==> config.mk <==
export PLATFORM = sky130hd
export DESIGN_NAME = qar_dmem_arbiter
export DESIGN_NICKNAME = d
export VERILOG_FILES = /design/src/rtl/qar_dmem_arbiter.sv
export SDC_FILE = /design/constraint.sdc
export NUM_CORES = 1
export LEC_CHECK = 0
export CORE_ASPECT_RATIO = 2
export CORE_UTILIZATION = 35
export CTS_CLUSTER_SIZE = 24
export DETAILED_ROUTE_END_ITERATION = 10
export PLACE_DENSITY = 0.8
export SYNTH_ARGS = -nofsm -noshare
export SYNTH_HDL_FRONTEND = slang
export SYNTH_SLANG_ARGS = --single-unit
==> constraint.sdc <==
create_clock -name clk -period 2.3 [get_ports clk]
set_clock_uncertainty 0.1 [all_clocks]
set_input_delay 0.345 -clock clk [delete_from_list [all_inputs] [get_ports clk]]
set_output_delay 0.345 -clock clk [all_outputs]
set_load 0.03 [all_outputs]
==> src/rtl/qar_dmem_arbiter.sv <==
// Round-robin arbiter for the shared qar_core data-memory port; one transaction in flight.
// Latency: request seen in IDLE -> mem_valid next cycle -> req_ready the cycle after mem_ready.
// Backpressure: mem_ready low holds BUSY with registered fields stable; masters hold until req_ready.
// Optional: QAR_ARB_LOCK_EN adds req_lock to re-grant the same master for atomic sequences.
module qar_dmem_arbiter #(
    parameter int NUM_REQ    = 2,
    parameter int ADDR_WIDTH = 32,
    parameter int DATA_WIDTH = 32
) (
    input  logic                          clk,
    input  logic                          rst,
    input  logic [NUM_REQ-1:0]            req_valid,
    input  logic [NUM_REQ-1:0]            req_we,
    input  logic [NUM_REQ*ADDR_WIDTH-1:0] req_addr,
    input  logic [NUM_REQ*DATA_WIDTH-1:0] req_wdata,
    output logic [NUM_REQ-1:0]            req_ready,
    output logic [DATA_WIDTH-1:0]         req_rdata,
`ifdef QAR_ARB_LOCK_EN
    input  logic [NUM_REQ-1:0]            req_lock,
`endif
    output logic                          mem_valid,
    output logic                          mem_we,
    output logic [ADDR_WIDTH-1:0]         mem_addr,
    output logic [DATA_WIDTH-1:0]         mem_wdata,
    input  logic                          mem_ready,
    input  logic [DATA_WIDTH-1:0]         mem_rdata,
    output logic [1:0]                    grant_id,
    output logic                          busy
);

    typedef enum logic [1:0] {
        S_IDLE = 2'd0,
        S_BUSY = 2'd1,
        S_RESP = 2'd2
    } state_t;

    state_t                  state_q;
    state_t                  state_d;
    logic [1:0]              last_grant_q;
    logic [1:0]              grant_q;
    logic                    we_q;
    logic [ADDR_WIDTH-1:0]   addr_q;
    logic [DATA_WIDTH-1:0]   wdata_q;
    logic [DATA_WIDTH-1:0]   rdata_q;

    // Valid vector padded to 4 bits so a 2-bit index is always in range
    logic [3:0]              valid4;
    logic                    any_valid;
    logic [1:0]              cand;
    logic [1:0]              rr_sel;
    logic                    rr_found;
    logic                    lock_hit;
    logic [1:0]              sel;
    logic                    sel_we;
    logic [ADDR_WIDTH-1:0]   sel_addr;
    logic [DATA_WIDTH-1:0]   sel_wdata;
    logic [3:0]              ready4;

    assign valid4    = 4'(req_valid);
    assign any_valid = |req_valid;

    // Round-robin search: first valid master after last_grant, wrapping at NUM_REQ
    always_comb begin
        cand     = 2'd0;
        rr_sel   = last_grant_q;
        rr_found = 1'b0;
        for (int k = 1; k <= NUM_REQ; k++) begin
            cand = 2'((int'(last_grant_q) + k) % NUM_REQ);
            if (!rr_found && valid4[cand]) begin
                rr_found = 1'b1;
                rr_sel   = cand;
            end
        end
    end

`ifdef QAR_ARB_LOCK_EN
    logic       lock_q;
    logic [3:0] lock4;

    assign lock4    = 4'(req_lock);
    // A held lock only wins if its owner is requesting again in this IDLE cycle
    assign lock_hit = lock_q && valid4[grant_q];

    // Lock is sampled in RESP and consumed (or dropped) in the following IDLE cycle
    always_ff @(posedge clk) begin
        if (rst) begin
            lock_q <= 1'b0;
        end else if (state_q == S_RESP) begin
            lock_q <= lock4[grant_q];
        end else if (state_q == S_IDLE) begin
            lock_q <= 1'b0;
        end
    end
`else
    assign lock_hit = 1'b0;
`endif

    assign sel = lock_hit ? grant_q : rr_sel;

    // Mux the winning master's request fields
    always_comb begin
        sel_we    = 1'b0;
        sel_addr  = '0;
        sel_wdata = '0;
        for (int i = 0; i < NUM_REQ; i++) begin
            if (2'(i) == sel) begin
                sel_we    = req_we[i];
                sel_addr  = req_addr[i*ADDR_WIDTH +: ADDR_WIDTH];
                sel_wdata = req_wdata[i*DATA_WIDTH +: DATA_WIDTH];
            end
        end
    end

    // State register
    always_ff @(posedge clk) begin
        if (rst) begin
            state_q <= S_IDLE;
        end else begin
            state_q <= state_d;
        end
    end

    // Next-state logic: IDLE -> BUSY -> RESP -> IDLE
    always_comb begin
        state_d = state_q;
        case (state_q)
            S_IDLE:  if (any_valid) state_d = S_BUSY;
            S_BUSY:  if (mem_ready) state_d = S_RESP;
            S_RESP:  state_d = S_IDLE;
            default: state_d = S_IDLE;
        endcase
    end

    // Moore outputs decoded from state
    always_comb begin
        mem_valid = (state_q == S_BUSY);
        busy      = (state_q != S_IDLE);
        ready4    = 4'b0001 << grant_q;
        req_ready = '0;
        if (state_q == S_RESP) begin
            req_ready = ready4[NUM_REQ-1:0];
        end
    end

    // Latch the granted request in IDLE and capture read data at the memory handshake
    always_ff @(posedge clk) begin
        if (rst) begin
            grant_q      <= 2'd0;
            last_grant_q <= 2'(NUM_REQ - 1);
            we_q         <= 1'b0;
            addr_q       <= '0;
            wdata_q      <= '0;
            rdata_q      <= '0;
        end else begin
            if (state_q == S_IDLE && any_valid) begin
                grant_q <= sel;
                if (!lock_hit) begin
                    last_grant_q <= sel;
                end
                we_q    <= sel_we;
                addr_q  <= sel_addr;
                wdata_q <= sel_wdata;
            end
            if (state_q == S_BUSY && mem_ready) begin
                rdata_q <= mem_rdata;
            end
        end
    end

    assign mem_we    = we_q;
    assign mem_addr  = addr_q;
    assign mem_wdata = wdata_q;
    assign req_rdata = rdata_q;
    assign grant_id  = grant_q;

endmodule
==> impl_metrics.toml <==
[outcome]
run_status = "finished, final reports clean"

[logic_synthesis]
avgSynthCellArea_um2 = 8.65
ys_ff_latch = 102
yosys_warnings = 0
seq_area_frac_synth = 0.423
syn_nets = 725
netlist_instances = 558
synth_cell_types = 25
netlist_area_um2 = 4830

[place]
dpl_cell_area_um2 = 7660
portBuffers = 269
place.gp.congestion = 0.868
dp_slack_ns = -0.0963
hpwl_mm = 13.3
dp_cells = 926

[cells_and_area]
fin_area_um2 = 7960
num_antenna_cells = 0
layout-area-overhead-vs-synth_pct = 64.9
nNetsFinal = 949
instances_no_fill = 942
drive_gt1_frac = 0.0966
fin_util = 0.592

[clock_tree]
cts_tree = "built"
clkLatencyLatePin_ns = 0.34
htreeDepth = 3
clk_pin_slew_ns = 0.07
clockBufferDepth = 2
cts_buffers = 9
root_buffer = "clkbuf_16"
cts_sinks = 102

[die]
top_level_ports = 270
die_w_um = 85.0
rows = 60
coreArea_um2 = 13400
die_h_um = 168
initial_utilization = 0.359
die_area_um2 = 14300

[pwr]
total_leakage_power_uw = 0.00275
power_switching_uw = 1860
peakVddDrop_mv = 0.371
p_seq_frac = 0.379
swShare = 0.344
cellInternalPower_uw = 3540
clock_power_share = 0.281
combPwrFrac = 0.340
powerDensity_nw_per_um2 = 679

[timing]
relSlewSlack = 0.389
final_hold_viol_count = 0
max_freq_mhz = 457
worst_slew_pin_slew_ns = 0.917
worst_slack_ns = 0.111
post-route-min-period_ns = 2.19
rsz0062_at_grt = "false"
setup_viol = 0
maxSlewViolCount = 0
final.period_utilization = 0.952

[worst_setup_path]
critical_path_required_ns = 1.86
ff2ff_path_depth = 4
rr_endpoint = "mem_wdata[15]"
timing.rr.start = "last_grant_q[0]"
path_max_fanout = 6
r2r_slack_ns = 0.41
arrival_ns = 1.74
endpoint_kind = "output pin"
critical_path_class = "flip-flop to output pin"
startpoint_type = "flip-flop"

[global_routing]
grt_pass1_vias = 5518
antenna_found_initial = 1
grt_pass1_wl_mm = 28.6
grt_max_degree = 68
grt_overflow = 0
grtUsageTotal = 0.252

[drt]
drcViolationCount = 0
ant_nets = 0
drtIter0Drc = 351
wl_mm = 18.4
avgViaCountPerCell = 5.87
drtPass1Iterations = 4
dr_total_vias = 5531
avgRoutedWirePerCell_um = 19.5

[worst_hold_path]
holdPathEnd = "state_q[0]"
holdCritPathClass = "input pin to flip-flop"
hold_start = "rst"
whs_path_depth = 2

[flow_run]
maxCapViolCount = 0
sequential cells by signal (all words and copies together), names as in the netlist:
register and count:
mem_addr 32, req_rdata 32, last_grant_q 2, grant_id 1, mem_wdata 32, mem_we 1
state_q 2
cells in the final DEF (no fill, tap or decap), types with 2 or more instances in the layout:
cell type        count
clkdlybuf4s50_1    264
dfxtp_1            102
a21oi_1             98
o211ai_1            65
nand3_1             65
nand2_1             65
a311oi_1            36
a311oi_2            30
buf_4               13
clkbuf_16            9
buf_12               9
nor2_1               3
inv_1                2
inv_6                2
inv_8                2
power by group through the flow:
stage	Sequential [uW]	Combinational, uW	Clock, uW
detailed placement	2080	1840	0
finish	2050	1840	1520
CTS	2050	1840	1550
global placement	2080	1790	0
global route	2070	1940	1610
floorplan	2400	672	0
through the flow:
step	power (uW)	setup TNS (ns)	hold slack (ns)
final	5400	0	0.316
after global routing	5620	0	0.345
after CTS	5440	0	0.304
after detailed placement	3920	-2.65	0.346
after global placement	3870	0	0.342
after floorplan	3070	0	0.381
layout make-up:
class	count	area, um2
fillers	1146	5480
repair buffers	289	2950
multi-input cells	378	2470
flip-flops and latches	102	2040
clock buffers	9	225
well taps	155	194
clock inverters	7	72.6
inverters	2	7.51
synth_stat cells:
master,number,area share
and3b_1,1,0.0018
nand2b_1,2,0.0026
a211o_1,1,0.0018
a21oi_1,98,0.10
buf_6,4,0.0093
dfxtp_1,102,0.42
o21bai_1,1,0.0016
inv_1,2,0.0016
a22oi_1,1,0.0016
nor2b_1,2,0.0026
a311oi_1,36,0.065
a311oi_2,30,0.093
nand2_1,66,0.051
nor4bb_1,1,0.0021
and2_1,1,0.0013
buf_2,15,0.016
clkbuf_1,55,0.043
nand3b_1,1,0.0016
nor2_1,4,0.0031
nor4b_1,1,0.0018
nor3b_1,1,0.0016
o211ai_1,65,0.10
buf_4,2,0.0031
or2_1,1,0.0013
nand3_1,65,0.067
how the worst max path moves through the flow:
stage	from	to	slack (ns)	cells past startpoint
floorplan	grant_id[0]	req_ready[1]	0.29	1
global placement	req_valid[0]	mem_wdata[8]	0.007	4
detailed placement	req_valid[0]	mem_addr[30]	-0.1	4
CTS	state_q[1]	req_ready[1]	0.05	2
global route	state_q[0]	mem_valid	0.03	2
finish	state_q[0]	mem_valid	0.11	2
timing repair:
item	in CTS	in global routing
hold buffers	0	0
gates resized for setup	1	1
buffers inserted	0	0
setup endpoints to repair	1	1
per-layer routing:
layer / track usage / share of wire / vias to the layer above
met1: 0.267 / 0.35 / 2630
met3: 0.0471 / 0.061 / 62
li1: - / - / 2575
met5: 0 / 0 / -
met2: 0.457 / 0.53 / 264
met4: 0.147 / 0.056 / 0
logic make-up after synthesis:
group                  Yosys count  share of synthesized area
AO/OA/AOI/OAI                  232                      0.366
AND/OR/NAND/NOR                146                      0.138
flip-flops                     102                      0.423
buffers and inverters           78                     0.0723
worst max-delay path, cell delays in order, from the launching register on:
cell and delay [ns]:
dfxtp_1 0.46, nor2b_1 0.23, clkdlybuf4s50_1 0.71
Note: power is estimated with default switching activity, not from simulation.
